`src/rtl/hazard_ctrl_pkg.sv`:
```
// Shared types and constants for the pipeline hazard controller.
package hazard_ctrl_pkg;

  localparam int unsigned RegAwDefault = 5;

  // RUN: normal issue. MDU_WAIT: EX occupied by a multi-cycle MUL/DIV/REM.
  typedef enum logic {
    StRun     = 1'b0,
    StMduWait = 1'b1
  } state_e;

endpackage

```
`src/rtl/sat_counter.sv`:
```
// Saturating up-counter with asynchronous active-low clear.
module sat_counter #(
  parameter int unsigned CNT_W = 32
) (
  input  logic             clk,
  input  logic             rst,
  input  logic             inc,
  output logic [CNT_W-1:0] q
);

  localparam logic [CNT_W-1:0] One = CNT_W'(1);

  logic [CNT_W-1:0] cnt_q, cnt_d;

  // Count up on inc, sticking at all-ones.
  always_comb begin
    cnt_d = cnt_q;
    if (inc && (cnt_q != '1)) begin
      cnt_d = cnt_q + One;
    end
  end

  // Counter register.
  always_ff @(posedge clk or negedge rst) begin
    if (!rst) begin
      cnt_q <= '0;
    end else begin
      cnt_q <= cnt_d;
    end
  end

  assign q = cnt_q;

endmodule

```
`src/rtl/hazard_ctrl.sv`:
```
// Pipeline enable/flush control for the 5-stage core: load-use, branch squash,
// MDU occupancy of EX and data-memory back-pressure, plus stall/flush counters.
module hazard_ctrl
  import hazard_ctrl_pkg::*;
#(
  parameter int unsigned REG_AW = RegAwDefault,
  parameter int unsigned CNT_W  = 32
) (
  input  logic              clk,
  input  logic              rst,
  input  logic [REG_AW-1:0] id_rs1,
  input  logic [REG_AW-1:0] id_rs2,
  input  logic              id_use_rs1,
  input  logic              id_use_rs2,
  input  logic [REG_AW-1:0] ex_rd,
  input  logic              ex_mem_read,
  input  logic              ex_is_mdu,
  input  logic              ex_branch_taken,
  input  logic              mdu_done,
  input  logic              mem_stall,
  output logic              pc_en,
  output logic              en_if_id,
  output logic              en_id_ex,
  output logic              en_ex_mem,
  output logic              en_mem_wb,
  output logic              flush_if_id,
  output logic              flush_id_ex,
  output logic              flush_ex_mem,
  output logic              mdu_start,
  output logic [CNT_W-1:0]  stall_cycles,
  output logic [CNT_W-1:0]  flush_count
);

  state_e state_q, state_d;
  logic   done_pend_q, done_pend_d;
  logic   load_use;
  logic   done;
  logic   branch_fire;

  assign load_use = ex_mem_read && (ex_rd != '0) &&
                    ((id_use_rs1 && (id_rs1 == ex_rd)) || (id_use_rs2 && (id_rs2 == ex_rd)));

  // A done pulse that arrived while frozen by memory is remembered in done_pend.
  assign done = mdu_done || done_pend_q;

  // Control outputs and next state; reset forces all controls low.
  always_comb begin
    pc_en        = 1'b0;
    en_if_id     = 1'b0;
    en_id_ex     = 1'b0;
    en_ex_mem    = 1'b0;
    en_mem_wb    = 1'b0;
    flush_if_id  = 1'b0;
    flush_id_ex  = 1'b0;
    flush_ex_mem = 1'b0;
    mdu_start    = 1'b0;
    branch_fire  = 1'b0;
    state_d      = state_q;
    done_pend_d  = done_pend_q;

    if (!rst) begin
      // Everything stays low.
    end else if (mem_stall) begin
      if (mdu_done) begin
        done_pend_d = 1'b1;
      end
    end else begin
      unique case (state_q)
        StRun: begin
          if (ex_branch_taken) begin
            {pc_en, en_if_id, en_id_ex, en_ex_mem, en_mem_wb} = '1;
            flush_if_id = 1'b1;
            flush_id_ex = 1'b1;
            branch_fire = 1'b1;
          end else if (ex_is_mdu) begin
            en_ex_mem    = 1'b1;
            en_mem_wb    = 1'b1;
            flush_ex_mem = 1'b1;
            mdu_start    = 1'b1;
            state_d      = StMduWait;
          end else if (load_use) begin
            en_id_ex    = 1'b1;
            en_ex_mem   = 1'b1;
            en_mem_wb   = 1'b1;
            flush_id_ex = 1'b1;
          end else begin
            {pc_en, en_if_id, en_id_ex, en_ex_mem, en_mem_wb} = '1;
          end
        end
        StMduWait: begin
          if (done) begin
            {pc_en, en_if_id, en_id_ex, en_ex_mem, en_mem_wb} = '1;
            done_pend_d = 1'b0;
            state_d     = StRun;
          end else begin
            en_ex_mem    = 1'b1;
            en_mem_wb    = 1'b1;
            flush_ex_mem = 1'b1;
          end
        end
      endcase
    end
  end

  // FSM state and pending-done flag.
  always_ff @(posedge clk or negedge rst) begin
    if (!rst) begin
      state_q     <= StRun;
      done_pend_q <= 1'b0;
    end else begin
      state_q     <= state_d;
      done_pend_q <= done_pend_d;
    end
  end

  sat_counter #(
    .CNT_W (CNT_W)
  ) u_stall_cnt (
    .clk (clk),
    .rst (rst),
    .inc (~pc_en),
    .q   (stall_cycles)
  );

  sat_counter #(
    .CNT_W (CNT_W)
  ) u_flush_cnt (
    .clk (clk),
    .rst (rst),
    .inc (branch_fire),
    .q   (flush_count)
  );

endmodule

```
`config.mk`:
```
export PLATFORM = sky130hd
export DESIGN_NAME = hazard_ctrl
export DESIGN_NICKNAME = d
export VERILOG_FILES = /design/src/rtl/hazard_ctrl_pkg.sv /design/src/rtl/sat_counter.sv /design/src/rtl/hazard_ctrl.sv
export SDC_FILE = /design/constraint.sdc
export NUM_CORES = 1
export LEC_CHECK = 0
export ABC_AREA = 1
export BUFFER_PORTS_ARGS = -buffer_cell sky130_fd_sc_hd__buf_4
export CORE_UTILIZATION = 55
export CTS_CLUSTER_DIAMETER = 200
export DETAILED_ROUTE_END_ITERATION = 8
export GPL_TIMING_DRIVEN = 0
export PLACE_DENSITY = 0.85
export SYNTH_ARGS = -nofsm -noshare
export SYNTH_HDL_FRONTEND = slang
export SYNTH_SLANG_ARGS = --single-unit
```
`constraint.sdc`:
```
create_clock -name clk -period 2.4 [get_ports clk]
set_input_delay 0.12 -clock clk [delete_from_list [all_inputs] [get_ports clk]]
set_output_delay 0.12 -clock clk [all_outputs]
set_load 0.03 [all_outputs]
```
Yosys cells after proc, flatten, opt, wreduce, memory -nomap -nowiden
Cells that the tools add are included.
{"block": "classes", "eq_ne": 5, "reduce_logical": 13, "muxes": 37, "addsub": 2, "bitwise_logic": 3}
{"cell": "$add 32x1->32 const B", "n": 2}
{"cell": "$ne 32x32->1 const B", "n": 2}
{"cell": "$mux 1", "n": 34}
{"cell": "$eq 5x5->1", "n": 2}
{"cell": "$logic_and 1x1->1", "n": 6}
{"cell": "$pmux 1 s2", "n": 3}
{"cell": "$reduce_bool 5->1", "n": 1}
{"cell": "$reduce_and 4->1", "n": 1}
{"cell": "$reduce_bool 2->1", "n": 2}
{"cell": "$not 1->1", "n": 3}
{"cell": "$logic_or 1x1->1", "n": 2}
{"cell": "$ne 2x2->1 const B", "n": 1}
{"cell": "$reduce_and 2->1", "n": 1}
{"block": "word_totals", "register_bits": 66, "wordCells": 64, "inputBits": 24, "out_inout_bits": 73}

Logic depth before layout (Yosys ltp)
Gate-level depths: netlist (run 1).
{"block": "logic_depth", "ltp_word": 12, "depth_mapped": 12, "depth_no_buf": 11}

Hierarchy
A second synthesis (run 1) with hierarchy kept.
{"block": "unflattened", "cells_unflattened": 741, "area_unflattened_um2": 4718.3}
{"module": "sat_counter at u_flush_cnt", "seq_area_each_um2": 800.8, "area_each_um2": 2190.9, "n_inst": 1, "cells_per_inst": 333}
{"module": "sat_counter at u_stall_cnt", "seq_area_each_um2": 800.8, "area_each_um2": 2108.3, "n_inst": 1, "cells_per_inst": 321}
{"module": "hazard_ctrl", "seq_area_each_um2": 50.0, "area_each_um2": 419.2, "n_inst": 1, "cells_per_inst": 87}

Least setup slack after synthesis (run 1)
No wires, ideal clock.
{"block": "synth_timing", "path_type": "register -> output", "start": "register state_q", "end": "output port pc_en", "arrival_ns": 2.010, "slack_ns": 0.270, "n_path_buf": 2, "path_stages_with_launch": 9, "required_ns": 2.280, "cell_sequence": "dfrtp_1 nor2_1 nand2_1 nand2_1 nor2_1 nand2_1 buf_2 inv_1 buf_4"}
{"block": "synth_via", "elab_chain_cells": 4}
{"element": "start, declared", "line": "hazard_ctrl.sv:34", "rtl": "state_e state_q, state_d;"}
{"element": "start signal, assigned", "line": "hazard_ctrl.sv:108", "rtl": "state_q <= StRun;"}
{"element": "start signal, assigned", "line": "hazard_ctrl.sv:111", "rtl": "state_q <= state_d;"}
{"element": "$not 1->1"}
{"element": "$pmux 1 s2 *"}
{"element": "$mux 1 * (2 in a row)"}
{"element": "end, declared", "line": "hazard_ctrl.sv:21", "rtl": "output logic pc_en,"}
Every way passes the cells marked *; elsewhere a longest branch is shown, timed or not.

Worst setup path after layout (run 1)
{"block": "layout_timing", "start": "register state_q", "end": "output port pc_en"}
{"block": "layout_via", "elab_chain_cells": 4}
{"element": "$not 1->1"}
{"element": "$pmux 1 s2 *", "line": "hazard_ctrl.sv:68", "rtl": "unique case (state_q)"}
{"element": "$mux 1 *", "line": "hazard_ctrl.sv:63", "rtl": "end else if (mem_stall) begin"}
{"element": "$mux 1 *", "line": "hazard_ctrl.sv:61", "rtl": "if (!rst) begin"}
Marks and branches as above.

==> reports/metrics.cfg, run 1 <==
[critical_path]
worst_ep_arrival_time_ns=2.07
reg2reg_slack_ns=0.32
crit_path_frequent_cell=nand2_1
reg2reg_from=u_stall_cnt.q[0]
cp-start-kind=flip-flop
crit_path_max_incr_delay_ns=0.44
crit_family=buffers and inverters
r2r-end=u_stall_cnt.q[2]
cp_cell_sequence=nor2_1 -> nand2_1 -> nand2_1 -> nor2_1 -> nand2_1 -> buf_2 -> inv_1 -> buf_4 -> buf_4
worst-path-max-fanout=10
endpoint_kind=output pin
r2r_cells=9
slowest_stage=dfrtp_1
worstPathRequired_ns=2.28
worst-path-buf-inv=4
cp_num_cells=9
path_class=flip-flop to output pin

[finish]
antenna_cells=0
postLayoutCoreUtil=0.721
final_layout_size_suffix_gt1_frac=0.175
mostFrequentLayoutCells=nand2_1, buf_4, nor2_1
nets=822
area_delta_synth_final_pct=25.2
fin_cells=903
layout_commonest_cell=nand2_1
final_area_um2=5630

[grt]
antenna_found_initial=0
first_global_vias=4503
grt_max_degree=67
overflow=0
grt_pass1_wl_um=20800
grt_usage=0.309

[synth]
synth.cell_area_um2=4490
synth_nets=713
synth_cell_type_count=29
synth_seq_cells=66
syn_inst=687
yosys_warnings=0
ys_seq_area_frac=0.368
avgSynthCellArea_um2=6.54

[floorplanning]
pin_count=97
die_x_um=92.4
die_height_um=92.4
die-area_um2=8530
core-area_um2=7810
rows=32
start_util=0.575

[routing]
wl_per_cell_um=13.7
top_layer_used=met4
num_vias=4688
drt_iter0_drc=237
drt-met1-wl_um=5230
drc_errors=0
routed_wl_um=12400
via_per_inst=5.19
met3_length_um=660
ant_nets=0
met2_length_um=6010
drt_pre_antenna_iters=5

[place]
placed_cells=885
preCtsSetupSlack_ns=-0.0461
port_buffers=96
dp_hpwl_um=9490
place_area_um2=5340
gp_congestion=0.940

[pwr]
totalPowerFinal_mw=3.46
p_per_area_nw_per_um2=616
irDropWorstVdd_v=0.000478
p_leak_nw=2.92

[clock_tree]
insertion_delay_ns=0.35
cts_tree=yes
clkTransAtPathRegs_ns=0.09
clock-root-buffer=clkbuf_8
htree_num_levels=3
cts.path.max_buffers=2
cts.sinks=66
cts_buffers=9

[sta]
whs_ns=0.0745
final-hold-violation-count=0
max_slew_margin=0.659
setup_ws_ns=0.212
tightest_slew_ns=0.508
final.setup.tns_ns=0
slew_violations=0
post-route-period-util=0.912
skew_ns=0.0153
setup_viol=0
period_needed_ns=2.19
fmax_ghz=0.457
rsz0062_at_grt=false

[worst_hold_path]
min_from=mem_stall
holdPathEnd=done_pend_q
holdPathStages=3
hold_path_class=input port to flip-flop

[run_status]
outcome=complete, no violations

[job]
max_cap_viol_count=0

==> worst reg2reg max path, stage by stage, from the launching register on <==
cell	delay [ns]
dfrtp_1	0.53
ha_1	0.32
nand3_2	0.15
inv_2	0.13
nand3_2	0.13
nor2_2	0.15
nand4_4	0.14
buf_2	0.25
nand3_1	0.10
nand2_1	0.07
==> how the worst max path moves through the flow <==
| stage | endpoint | start | slack, ns |
|---|---|---|---|
| floorplan | pc_en | state_q | 0.27 |
| global placement | u_flush_cnt.q[19] | rst | 0.03 |
| detailed placement | u_flush_cnt.q[27] | rst | -0.05 |
| CTS | pc_en | state_q | 0.20 |
| global route | pc_en | state_q | 0.02 |
| finish | pc_en | state_q | 0.21 |
==> cell usage after synthesis (all sizes together) <==
master | number | share of area
inv | 70 | 0.058
a31o | 1 | 0.0019
nor3b | 1 | 0.0028
nand2 | 289 | 0.24
xnor2 | 8 | 0.016
ha | 2 | 0.0056
and2 | 1 | 0.0014
o21ai | 11 | 0.012
nand4 | 5 | 0.010
xor2 | 33 | 0.064
nor2 | 93 | 0.079
dfrtp | 66 | 0.37
a21oi | 2 | 0.0022
nor3 | 26 | 0.034
nand3 | 55 | 0.063
buf | 14 | 0.021
nor4 | 1 | 0.0014
nand3b | 9 | 0.015
==> kinds of logic (layout without fill, tap and decap cells) <==
kind of cell / count (synthesis) / in the layout / share of synthesized area
AO/OA/AOI/OAI: 14 / 14 / 0.0164
adder cells (fa/ha/maj): 2 / 2 / 0.00557
buffers and inverters: 84 / 198 / 0.0799
AND/OR/NAND/NOR: 480 / 480 / 0.451
flip-flops: 66 / 66 / 0.368
XOR/XNOR: 41 / 41 / 0.0799
==> metal layers <==
metal,up-vias,GRT usage
met2,155,0.540
met4,0,0.159
li1,2348,-
met3,33,0.0369
met5,-,0
met1,2152,0.374
==> registers in the layout (all words and copies together) (netlist names) <==
signal and flops:
state_q 1, u_stall_cnt.q 32, done_pend_q 1, u_flush_cnt.q 32
==> repair_timing <==
| action | 4_1_cts | 5_1_grt |
|---|---|---|
| hold buffers | 2 | 0 |
| setup endpoints to repair | 1 | 0 |
| resized for setup | 1 | 0 |
| buffers inserted | 0 | 0 |
| endpoints found under the hold margin | 66 | 0 |
==> final cells by class <==
cell class                      count  area (um^2)
Clock inverter                      6          115
Clock buffer                       10          128
Tap cell                          102          128
Inverter                           70          263
Sequential cell                    66         1650
Fill cell                         670         2180
Multi-Input combinational cell    537         2480
Buffer                             14         96.3
Timing Repair Buffer               98          762
==> report_power, final <==
group          switching, mW  leakage [nW]  internal, mW
clock                  0.484         0.117         0.694
combinational          0.561          1.91         0.335
sequential             0.161         0.891          1.23
total                   1.21          2.92          2.26
Note: power is estimated with default switching activity, not from simulation.
==> run 2: changes to the inputs <==
--- a/config.mk
+++ b/config.mk
@@ -5,13 +5,13 @@
 export SDC_FILE = /design/constraint.sdc
 export NUM_CORES = 1
 export LEC_CHECK = 0
-export ABC_AREA = 1
+export ABC_AREA = 0
 export BUFFER_PORTS_ARGS = -buffer_cell sky130_fd_sc_hd__buf_4
-export CORE_UTILIZATION = 55
+export CORE_UTILIZATION = 52
 export CTS_CLUSTER_DIAMETER = 200
 export DETAILED_ROUTE_END_ITERATION = 8
 export GPL_TIMING_DRIVEN = 0
-export PLACE_DENSITY = 0.85
+export PLACE_DENSITY = 0.84
 export SYNTH_ARGS = -nofsm -noshare
 export SYNTH_HDL_FRONTEND = slang
 export SYNTH_SLANG_ARGS = --single-unit
==> reports/metrics.cfg, run 2 <==
[run_status]
outcome=finished with violations
violations=hold timing

[synth]
ys_top_cells_by_count=dfrtp_1, xnor2_1, xor2_1
synth_seq_cells=66  ; unchanged
synth.cell_area_um2=3390  ; -24%
ys_seq_area_frac=0.487  ; +0.119
synthSimpleGateAreaFrac=0.263  ; -0.187
synthTopCellsByArea=dfrtp_1, xnor2_1, xor2_1
yosysMostFrequentCell=dfrtp_1
synth_cell_type_count=38  ; +31%
syn_inst=327  ; -52%
synth-async-reset-ratio=1.00  ; unchanged
synth_xor_xnor_area_share=0.186  ; +0.106
yosys.area_share.adder=0.00737  ; +0.00181
synth_top_area_cell=dfrtp_1
synth_top_flop_cell=dfrtp_1
synth_nets=353  ; -50%
synth_edf_count=0  ; unchanged
synth.top_cell.area_share=0.487  ; +0.119
synth_top_family_by_area=simple AND/OR/NAND/NOR gates
synth_compound_area_frac=0.0269  ; +0.0105
avgSynthCellArea_um2=10.4  ; +59%
synth.mux.area_fraction=0.00332  ; +0.00332
yosys_warnings=0  ; unchanged

[sta]
rsz0062_at_grt=false
tightest_slew_ns=0.610  ; +0.103 ns
slew_violations=0  ; unchanged
final-hold-violation-count=66  ; +66
fmax_ghz=0.454  ; -0.61%
final.setup.tns_ns=0  ; unchanged
post-route-period-util=0.917  ; +0.00557
max_slew_margin=0.593  ; -0.0653
skew_ns=0.00786  ; -0.00743 ns
setup_viol=0  ; unchanged
setup_ws_ns=0.199  ; -0.0134 ns
period_needed_ns=2.20  ; +0.0134 ns
whs_ns=-0.227  ; -0.302 ns

[grt]
grt_max_degree=70  ; +4.5%
overflow=0  ; unchanged
antenna_found_initial=0  ; unchanged
first_global_vias=2705  ; -40%
grt_usage=0.236  ; -0.0739
grt_pass1_wl_um=12300  ; -41%

[critical_path]
reg2reg_slack_ns=0.21  ; -0.11 ns
worst_ep_arrival_time_ns=2.08  ; about the same
worst-path-max-fanout=11  ; +1
worstPathRequired_ns=2.28  ; about the same
path_class=flip-flop to output pin
cp-start-kind=flip-flop
r2r_cells=6  ; -3
endpoint_kind=output pin

[routing]
routed_wl_um=7640  ; -38%
drt_pre_antenna_iters=4  ; -1
wl_per_cell_um=14.8  ; +8.1%
num_vias=2847  ; -39%
drc_errors=0  ; unchanged
via_per_inst=5.52  ; +6.3%
ant_nets=0  ; unchanged
drt_iter0_drc=117  ; -51%

[finish]
nFillCells=509  ; -24%
final_layout_size_suffix_gt1_frac=0.303  ; +0.128
antenna_cells=0  ; unchanged
layout_commonest_cell=buf_4
mostFrequentLayoutCells=buf_4, dfrtp_1, xnor2_1
multiInputGateArea_um2=1660  ; -33%
nets=460  ; -44%
register_area_um2=1650  ; unchanged
area_delta_synth_final_pct=31.9

[clock_tree]
cts.path.max_buffers=2  ; unchanged
cts_tree=yes
cts.sinks=66  ; unchanged
clock-root-buffer=clkbuf_8
cts_buffers=9  ; unchanged
insertion_delay_ns=0.34  ; about the same
htree_num_levels=3  ; unchanged
clkTransAtPathRegs_ns=0.07  ; -0.02 ns
cts_setup_buffers=0  ; unchanged

[floorplanning]
die_x_um=82.8  ; -10%
start_util=0.537  ; -0.0380
die_height_um=82.8  ; -10%
die-area_um2=6850  ; -20%
rows=29  ; -9.4%
core-area_um2=6310  ; -19%
pin_count=97  ; unchanged

[place]
port_buffers=96  ; unchanged
gp_congestion=0.815  ; -13%
preCtsSetupSlack_ns=0.0596  ; +0.106 ns
dp_hpwl_um=5480  ; -42%

[pwr]
p_leak_nw=2.24  ; -23%
irDropWorstVdd_v=0.000783  ; +64%
p_per_area_nw_per_um2=733  ; +19%

[worst_hold_path]
hold_path_class=input port to asynchronous set/reset pin

[job]
max_cap_viol_count=0  ; unchanged

==> run 2: worst max-delay path: stages, from the launching register on <==
cell and delay, ns:
dfrtp_1 0.41, nor3b_1 0.17, a21oi_1 0.18, nand2_1 0.13, o21ai_0 0.28, clkbuf_4 0.30, buf_4 0.13, buf_4 0.15
==> run 2: routing by layer <==
metal  vias up  wire (um)  global-route usage
met3         8        449              0.0656
li1       1357          -                   -
met4         0         87              0.0724
met1      1398       3230               0.279
met5         -          0                   0
met2        84       3870               0.413
==> run 2: repair_timing <==
item | CTS | global route
resized for setup | 0 | 4
endpoints found under the setup margin | 0 | 3
endpoints found under the hold margin | 66 | 66
==> run 2: stage by stage <==
stage / instances / instance area [um^2] / hold WS (ns) / util / total power [mW]
2_1_floorplan: 327 / 3390 / -0.176 / - / 1.82
3_3_place_gp: 500 / 4210 / 0.277 / 0.667 / 2.12
3_5_place_dp: 500 / 4210 / 0.285 / 0.667 / 2.14
4_1_cts: 516 / 4460 / -0.0804 / 0.707 / 3.30
5_1_grt: 516 / 4470 / -0.181 / 0.709 / 3.44
6_report: 516 / 4470 / -0.227 / 0.709 / 3.28
==> run 2: kinds of logic (layout without fill, tap and decap cells) <==
kind of cell	count (synthesis)	in the layout
AO/OA/AOI/OAI	13	13
XOR/XNOR	72	72
adder cells (fa/ha/maj)	2	2
buffers and inverters	17	129
flip-flops	66	66
multiplexers	1	1
AND/OR/NAND/NOR	156	156
==> run 2: area by class of cell <==
| type | instances | area share |
|---|---|---|
| inverters | 9 | 0.00755 |
| flip-flops and latches | 66 | 0.369 |
| plain buffers | 8 | 0.0131 |
| repair buffers | 96 | 0.162 |
| well taps | 77 | 0.0215 |
| multi-input cells | 244 | 0.371 |
| clock buffers | 11 | 0.0338 |
| clock inverters | 5 | 0.0224 |
==> run 2: power breakdown <==
part,switching (mW),internal (mW),leakage (nW)
sequential,0.162,1.22,0.864
clock,0.415,0.743,0.129
combinational,0.443,0.295,1.24
==> run 2: final timing paths <==
kind	start	to
setup / recovery	state_q	pc_en
min in group clk	mem_stall	done_pend_q
setup reg to reg	u_stall_cnt.q[12]	u_stall_cnt.q[18]
hold / removal	rst	u_flush_cnt.q[28]
hold reg to reg	u_flush_cnt.q[30]	u_flush_cnt.q[30]
max in group asynchronous	rst	u_stall_cnt.q[7]
